**src/rtl/btn_pkg.sv**
```systemverilog
// ----------------------------------------------------------------------------
// btn_pkg
// Shared definitions for the push-button front end. The debouncer and the
// classifier both import this package, so they share one clock-rate
// definition (100 MHz system clock).
//
// Contents:
//   ST_*                  3-bit FSM state encodings for the press classifier
//   LONG_CYC_DEFAULT      cycles a press must be held to count as "long" (1 s)
//   DOUBLE_CYC_DEFAULT    max gap after a release for a double click (300 ms)
//   REPEAT_CYC_DEFAULT    auto-repeat period while held after a long press
//                         (200 ms)
// ----------------------------------------------------------------------------
package btn_pkg;

  localparam logic [2:0] ST_IDLE   = 3'd0;
  localparam logic [2:0] ST_PRESS1 = 3'd1;
  localparam logic [2:0] ST_WAIT2  = 3'd2;
  localparam logic [2:0] ST_PRESS2 = 3'd3;
  localparam logic [2:0] ST_HOLD   = 3'd4;

  localparam int unsigned LONG_CYC_DEFAULT   = 32'd100_000_000;
  localparam int unsigned DOUBLE_CYC_DEFAULT = 32'd30_000_000;
  localparam int unsigned REPEAT_CYC_DEFAULT = 32'd20_000_000;

endpackage

```
**src/rtl/button_press_classifier_if.sv**
```systemverilog
// ----------------------------------------------------------------------------
// button_press_classifier_if
// Bundles the debounced button level going into the classifier and the
// single-cycle event pulses coming out of it.
//
// Signals:
//   btn_in        debounced button level, high = pressed
//   click         one-cycle pulse, single click
//   double_click  one-cycle pulse, double click
//   long_press    one-cycle pulse, long-press threshold reached
//   repeat_pulse  one-cycle pulse per auto-repeat period (0 unless the
//                 BTN_REPEAT_EN build option is enabled)
//   busy          high while the classifier is not idle
//
// Modports:
//   master  the side that owns the button level and consumes the events
//   slave   the classifier itself
// ----------------------------------------------------------------------------
interface button_press_classifier_if;

  logic btn_in;
  logic click;
  logic double_click;
  logic long_press;
  logic repeat_pulse;
  logic busy;

  modport master (
    output btn_in,
    input  click,
    input  double_click,
    input  long_press,
    input  repeat_pulse,
    input  busy
  );

  modport slave (
    input  btn_in,
    output click,
    output double_click,
    output long_press,
    output repeat_pulse,
    output busy
  );

endinterface

```
**src/rtl/button_press_classifier.sv**
```systemverilog
// ----------------------------------------------------------------------------
// button_press_classifier
// Turns the debounced button level into single-cycle events for the menu /
// mode FSMs: single click, double click, long press and (optionally)
// auto-repeat while the button stays held after a long press.
//
// Parameters:
//   LONG_CYC    hold time in cycles that makes a press long          (>= 2)
//   DOUBLE_CYC  max gap in cycles between release and second press   (>= 2)
//   REPEAT_CYC  auto-repeat period in cycles (repeat build only)     (>= 2)
//
// Ports:
//   clk   system clock
//   rst   asynchronous active-high reset
//   bus   button_press_classifier_if.slave (btn_in in; click, double_click,
//         long_press, repeat_pulse, busy out; all outputs registered)
//
// Build option:
//   BTN_REPEAT_EN  when defined, HOLD counts while the button is held and
//                  fires repeat_pulse every REPEAT_CYC cycles; when undefined
//                  repeat_pulse is tied low and HOLD has no counter.
// ----------------------------------------------------------------------------
module button_press_classifier
  import btn_pkg::*;
#(
  parameter int unsigned LONG_CYC   = LONG_CYC_DEFAULT,
  parameter int unsigned DOUBLE_CYC = DOUBLE_CYC_DEFAULT,
  parameter int unsigned REPEAT_CYC = REPEAT_CYC_DEFAULT
) (
  input logic                       clk,
  input logic                       rst,
  button_press_classifier_if.slave  bus
);

  if (LONG_CYC < 2 || DOUBLE_CYC < 2 || REPEAT_CYC < 2) begin : g_param_check
    $error("button_press_classifier: cycle parameters must be at least 2");
  end

  localparam logic [31:0] LONG_LAST   = 32'(LONG_CYC - 1);
  localparam logic [31:0] DOUBLE_LAST = 32'(DOUBLE_CYC - 1);

  logic [2:0]  state_q, state_d;
  logic [31:0] cnt_q, cnt_d;
  logic        btn_q;
  logic        click_q, click_d;
  logic        double_q, double_d;
  logic        long_q, long_d;
  logic        busy_q, busy_d;
  logic        repeat_d;
  logic        rise, fall;

  // btn_q resets high so a button already held when reset releases does not
  // look like a fresh press; it must be released and pressed again.
  assign rise = bus.btn_in & ~btn_q;
  assign fall = ~bus.btn_in & btn_q;

  // Next-state logic. The counter increments by default and is explicitly
  // cleared on every state transition.
  always_comb begin
    state_d  = state_q;
    cnt_d    = cnt_q + 32'd1;
    click_d  = 1'b0;
    double_d = 1'b0;
    long_d   = 1'b0;
    repeat_d = 1'b0;
    case (state_q)
      ST_IDLE: begin
        cnt_d = '0;
        if (rise) begin
          state_d = ST_PRESS1;
        end
      end
      ST_PRESS1: begin
        if (fall) begin
          state_d = ST_WAIT2;
          cnt_d   = '0;
        end else if (cnt_q == LONG_LAST) begin
          state_d = ST_HOLD;
          cnt_d   = '0;
          long_d  = 1'b1;
        end
      end
      ST_WAIT2: begin
        // A second press wins over a timeout landing on the same edge.
        if (rise) begin
          state_d = ST_PRESS2;
          cnt_d   = '0;
        end else if (cnt_q == DOUBLE_LAST) begin
          state_d = ST_IDLE;
          cnt_d   = '0;
          click_d = 1'b1;
        end
      end
      ST_PRESS2: begin
        cnt_d = '0;
        if (fall) begin
          state_d  = ST_IDLE;
          double_d = 1'b1;
        end
      end
      ST_HOLD: begin
`ifdef BTN_REPEAT_EN
        // A release on the same edge as a repeat ends quietly.
        if (fall) begin
          state_d = ST_IDLE;
          cnt_d   = '0;
        end else if (cnt_q == 32'(REPEAT_CYC - 1)) begin
          cnt_d    = '0;
          repeat_d = 1'b1;
        end
`else
        cnt_d = '0;
        if (fall) begin
          state_d = ST_IDLE;
        end
`endif
      end
      default: begin
        state_d = ST_IDLE;
        cnt_d   = '0;
      end
    endcase
    busy_d = (state_d != ST_IDLE);
  end

  // State, counter, button history and registered event outputs.
  always_ff @(posedge clk or posedge rst) begin
    if (rst) begin
      state_q  <= ST_IDLE;
      cnt_q    <= '0;
      btn_q    <= 1'b1;
      click_q  <= 1'b0;
      double_q <= 1'b0;
      long_q   <= 1'b0;
      busy_q   <= 1'b0;
    end else begin
      state_q  <= state_d;
      cnt_q    <= cnt_d;
      btn_q    <= bus.btn_in;
      click_q  <= click_d;
      double_q <= double_d;
      long_q   <= long_d;
      busy_q   <= busy_d;
    end
  end

`ifdef BTN_REPEAT_EN
  logic repeat_q;

  // Registered auto-repeat pulse.
  always_ff @(posedge clk or posedge rst) begin
    if (rst) begin
      repeat_q <= 1'b0;
    end else begin
      repeat_q <= repeat_d;
    end
  end

  assign bus.repeat_pulse = repeat_q;
`else
  logic unused_repeat;
  assign unused_repeat    = repeat_d;
  assign bus.repeat_pulse = 1'b0;
`endif

  assign bus.click        = click_q;
  assign bus.double_click = double_q;
  assign bus.long_press   = long_q;
  assign bus.busy         = busy_q;

endmodule

```
**src/flat_wrapper.sv**
```systemverilog
// flat-port wrapper written by rule: the top's interface ports become plain ports
module button_press_classifier_flat import btn_pkg::*;
#(
  parameter int unsigned LONG_CYC   = LONG_CYC_DEFAULT,
  parameter int unsigned DOUBLE_CYC = DOUBLE_CYC_DEFAULT,
  parameter int unsigned REPEAT_CYC = REPEAT_CYC_DEFAULT
)
  (clk, rst, bus_btn_in, bus_click, bus_double_click, bus_long_press, bus_repeat_pulse, bus_busy);
  button_press_classifier_if bus_i ();
  input logic clk;
  input logic rst;
  input wire logic [$bits(bus_i.btn_in)-1:0] bus_btn_in;
  output wire logic [$bits(bus_i.click)-1:0] bus_click;
  output wire logic [$bits(bus_i.double_click)-1:0] bus_double_click;
  output wire logic [$bits(bus_i.long_press)-1:0] bus_long_press;
  output wire logic [$bits(bus_i.repeat_pulse)-1:0] bus_repeat_pulse;
  output wire logic [$bits(bus_i.busy)-1:0] bus_busy;
  assign bus_i.btn_in = bus_btn_in;
  assign bus_click = bus_i.click;
  assign bus_double_click = bus_i.double_click;
  assign bus_long_press = bus_i.long_press;
  assign bus_repeat_pulse = bus_i.repeat_pulse;
  assign bus_busy = bus_i.busy;
  button_press_classifier #(.LONG_CYC(LONG_CYC), .DOUBLE_CYC(DOUBLE_CYC), .REPEAT_CYC(REPEAT_CYC)) u_core (.clk(clk), .rst(rst), .bus(bus_i));
endmodule
```
**config.mk**
```make
export PLATFORM = sky130hd
export DESIGN_NAME = button_press_classifier_flat
export DESIGN_NICKNAME = d
export VERILOG_FILES = /design/src/rtl/btn_pkg.sv /design/src/rtl/button_press_classifier_if.sv /design/src/rtl/button_press_classifier.sv /design/src/flat_wrapper.sv
export SDC_FILE = /design/constraint.sdc
export NUM_CORES = 1
export LEC_CHECK = 0
export CORE_UTILIZATION = 35
export CTS_BUF_LIST = sky130_fd_sc_hd__clkbuf_16
export CTS_CLUSTER_DIAMETER = 50
export CTS_CLUSTER_SIZE = 10
export DETAILED_ROUTE_END_ITERATION = 6
export PLACE_DENSITY = 0.5
export REMOVE_ABC_BUFFERS = 1
export SLEW_MARGIN = 40
export SYNTH_ARGS = -nofsm -noshare
export SYNTH_HDL_FRONTEND = slang
export SYNTH_SLANG_ARGS = --single-unit
```
**constraint.sdc**
```tcl
create_clock -name clk -period 2.8 [get_ports clk]
set_input_delay 0.56 -clock clk [delete_from_list [all_inputs] [get_ports clk]]
set_output_delay 0.56 -clock clk [all_outputs]
set_load 0.02 [all_outputs]
```
* Yosys cells after proc, flatten, opt, wreduce, memory -nomap -nowiden
Cells that the tools add are included.
** Cells by class
- Equal/unequal tests :: 6
- Add/sub/neg operators :: 1
- Mux-type cells :: 20
- Bitwise gates (word level) :: 4
- Reduce and logical (&&, ||, !) cells :: 3
** Operators by type and width (count)
- two-way mux 32 bit :: 4
- case mux 32 bit (2 select lines) :: 1
- adder 32 x 1 -> 32 bit, second input constant :: 1
- == test 32 x 25 -> 1 bit, second input constant :: 1
- == test 32 x 27 -> 1 bit, second input constant :: 1
- two-way mux 3 bit :: 6
- case mux 3 bit (4 select lines) :: 1
- two-way mux 1 bit :: 8
- == test 3 x 2 -> 1 bit, second input constant :: 2
- == test 3 x 1 -> 1 bit, second input constant :: 1
- == test 3 bit, second input constant :: 1
- logical NOT 3 bit :: 1
- nonzero test 3 bit :: 1
- AND 1 bit :: 2
- NOT 1 bit :: 2
- OR reduction 2 bit :: 1
** Storage, ports and cells
- Output and inout bits :: 5
- Bits in registers :: 40
- Bits of input ports :: 3

* Depth between registers and ports, before layout
- Depth after elaboration :: 5
- Depth in mapped cells :: 7
- Mapped depth without buffers :: 5

* Worst setup path before layout
No wires, ideal clock.
- Kind :: register to register
- Start point :: register u_core.cnt_q[0]
- End point :: register u_core.cnt_q[17]
- Path buffers :: 2
- Data required time :: 2.714 ns
- Period minus slack after synthesis :: 1.777 ns
- Setup time :: 0.086 ns
- Stages on the path, launching flop included :: 8
- Setup slack :: 1.023 ns
- Data arrival time :: 1.691 ns
- Cells stage by stage :: dfrtp_1 -> ha_1 -> and3_1 -> buf_2 -> and3_1 -> a21bo_2 -> buf_2 -> a32oi_1
** Between the ends
- Cells in the longest elaborated chain, start to end :: 4
- Elaborated cells on any way between the ends :: 8
- Those cells by class :: add/sub (1); eq/ne (2); mux (5)
** Ends and longest elaborated chain
- start: declaration :: line button_press_classifier.sv:43 : logic [31:0] cnt_q, cnt_d;
- start signal: assignment :: line button_press_classifier.sv:138 : cnt_q <= cnt_d;
- adder 32 x 1 -> 32 bit, or another cell as far along :: line button_press_classifier.sv:61 : cnt_d = cnt_q + 32'd1;
- two-way mux 32 bit (on tied branches) :: line button_press_classifier.sv:88, button_press_classifier.sv:77
- two-way mux 32 bit (on tied branches) :: line button_press_classifier.sv:85, button_press_classifier.sv:74
- case mux 32 bit (2 select lines) (*) :: line button_press_classifier.sv:66 : case (state_q)
- named net u_core.cnt_d[17] :: line button_press_classifier.sv:43
Mark *: on every way through the listed nets, which the timed path passes. The rest lies on a longest branch.

* Worst setup path after layout
- Start point :: register u_core.cnt_q[0]
- End point :: register u_core.cnt_q[28]
Same word-level chain as after synthesis.

==> results by group <==
Setup path
  • Reg2reg path depth: 5
  • Crit path DAT: about 2500 ps
  • Worst setup EP type: flip-flop
  • Reg-to-Reg Start: u_core.cnt_q[0]
  • Crit path kind: reg -> reg
  • Data required, critical path: roughly 3000 ps
  • R2R Path End: u_core.cnt_q[28]
  • Crit start category: flip-flop
  • R2r setup slk: ~510 ps
  • CP Max Fanout: 15

Timing
  • Post-layout minimum cycle time: about 2300 ps
  • Max Transition Viols Final: 0
  • RSZ-0062 raised after global routing: false
  • Max transition margin: a little over half
  • Clock Skew: about 6 ps
  • Post-route setup TNS: 0 ps
  • Setup-failing EPs final: 0
  • Fmax: ~440 MHz
  • Final hold violation count: 0
  • WHS: around 500 ps
  • Worst slew pin tran: between 700 and 800 ps
  • Final worst path period share: around 80%

Floorplan
  • Num ports: 8
  • Die Y: roughly 83 um
  • Starting Density: about 36%
  • Die width: 83.48 um
  • Placeable Area: 0.006386 sq mm
  • Die area: around 0.007 sq mm
  • Num rows: 29

Finish
  • Share of cells above drive strength 1: a little over a tenth
  • Final Util: 40.91%
  • Most common cell after layout, fill and taps aside: dfrtp_1
  • Antenna diode count: 0
  • Non-filler cells, final: between 300 and 400
  • Nets: 240
  • Leading cell types in the layout, fill and taps excluded: dfrtp_1, a32oi_1, a31oi_1
  • Layout area overhead: 12.44%
  • Final Cell Area: around 0.0026 sq mm

Placed design
  • Port bufs: 6
  • Final HPWL DP: between 3 and 4 mm
  • GPL Wtd Cong: about 0.78
  • Post-Place Cell Area: roughly 0.0025 sq mm
  • Placed Cells: about 310

Route
  • Vias/cell: just over 6
  • DR vias: 1921
  • WL/cell: 17.78 um
  • # DRC: 0
  • Routed wire length: about 5.6 mm
  • DRT iter0 DRCs: roughly 140
  • Post-DRT Antenna Nets: 0
  • DRT Pass-1 Iters: 4

Power and ir drop
  • Pwr/cell area: between 500 and 600 mW/mm^2
  • Static leakage: about 1.0 nW
  • VDD IR max: 379.8 uV

Clock network
  • Cts hold-fix bufs: 0
  • Setup Buffers After CTS: 0
  • Max H-tree Level: 2
  • Clock Latency Late Sink: ~280 ps
  • Clock buffer depth: 2
  • Inserted Clock Buffers: 5
  • Post_cts resized: 0
  • Reg clk slew, reported paths: around 60 ps
  • CTS tree: built
  • Clk sink count: 40
  • Clk root buf: clkbuf_16

Global routing
  • First-pass GRT wire length: 9.542 mm
  • Vias in the first global route: 1877
  • Initial antenna violation count: 0
  • Maximum number of pins on one net before global-route repair: 24
  • Total grt overflow: 0
  • Total GRT Usage: around 17%

Synth
  • Syn Area/Cell: about 10 sq um
  • #FFs+latches synth: 40
  • Yosys warning total: 0
  • Post-synthesis cell type count: 46
  • Synth Cell Area: 0.002323 sq mm
  • Register area share after synthesis: about 43%
  • Syn Inst Count: between 200 and 250

Run
  • Max Cap Viol: 0

Worst hold path
  • Hold depth: 1
  • Hold Crit Class: reg -> reg
  • Hold path startpoint: u_core.cnt_q[0]
  • WHS Endpoint: u_core.cnt_q[0]

Outcome
  • Status: complete, no violations
## worst max path at each step
stage / slack [ps] / start / depth (start not counted) / to
global route: 280 / u_core.cnt_q[0] / 5 / u_core.cnt_q[30]
finish: 510 / u_core.cnt_q[0] / 5 / u_core.cnt_q[28]
CTS: 500 / u_core.cnt_q[0] / 5 / u_core.cnt_q[28]
global placement: 310 / bus_btn_in / 6 / u_core.cnt_q[26]
detailed placement: 270 / bus_btn_in / 6 / u_core.cnt_q[25]
floorplan: 320 / u_core.cnt_q[18] / 4 / u_core.cnt_q[15]
## area by class of cell
class / count / area [sq um]
clock buffers: 5 / 125.1
clock inverters: 3 / 12.51
fillers: 629 / 3774
inverters: 6 / 22.52
multi-input cells: 169 / 1196
flip-flops and latches: 40 / 1002
well taps: 77 / 96.34
repair buffers: 14 / 157.7
## through the flow
step | total power [mW] | setup WS, ps
after floorplan | 0.8232 | 319.0
after detailed placement | 0.9570 | 266.8
after global routing | 1.573 | 279.2
final | 1.494 | 507.5
after CTS | 1.506 | 495.4
after global placement | 0.9624 | 307.8
## synth_stat cells, drive strengths merged
master   number  area [sq um]
a21bo         1         10.01
or4          11         82.58
a32oi        18         157.7
nor2          2         7.510
o311ai        1         8.760
a21oi         4         20.02
nand3        10         55.05
clkbuf        3         11.26
nor2b         6         37.54
o41ai         1         8.760
o31ai        11         82.58
nor3          2         10.01
conb          1         3.750
buf          15         98.84
xor2          9         78.83
and2          3         18.77
o21a          2         15.01
or3           7         43.79
a31oi        15         93.84
nor4bb        2         20.02
nor4          4         25.02
inv           6         22.52
nand4        12         96.34
a41oi         1         8.760
dfrtp        39         975.9
xnor2         4         35.03
and4          6         56.30
and4b         1         10.01
nor4b         1         8.760
nand3b        2         15.01
and4bb        1         12.51
nand2        11         41.29
dfstp         1         26.28
o21ai         9         45.04
ha            1         12.51
and3          9         58.80
a2111oi       1         8.760
## logic make-up after synthesis
| logic type | count (synthesis) | share of synthesized area (%) |
|---|---|---|
| other | 1 | 0.1614 |
| and+or+nand+nor | 90 | 25.79 |
| buffers and inverters | 24 | 5.708 |
| xor gates and xnor gates | 13 | 4.900 |
| adders and majority gates | 1 | 0.5384 |
| DFF | 40 | 43.13 |
| AOI/OAI and AO/OA | 64 | 19.76 |
## state kept, by name, summed over array words and instances, names as in the netlist
name                     cells
u_core.cnt_q                32
u_core.state_q               3
u_core.btn_q                 1
u_core.bus.busy              1
u_core.bus.click             1
u_core.bus.double_click      1
u_core.bus.long_press        1
## layer usage
layer	part of all wire [%]	vias to the layer above	wire [um]	track usage, %
met5	0	-	0	0
met4	1.7	0	95	6.780
met3	2.3	10	128	3.561
met2	45	31	2539	25.71
met1	50	941	2818	24.56
li1	-	939	-	-
## critical path: stages (launching register included)
cell	delay, ps
dfrtp_1	390
ha_1	190
and3_1	420
nand4_2	420
or4_1	600
a32oi_1	180
## report_power, final
part           switching (mW)  total, mW  internal, mW
Combinational           0.189      0.299         0.109
Clock                   0.223      0.545         0.322
Sequential             0.0357      0.650         0.614
Power figures use the tool's default switching activity.
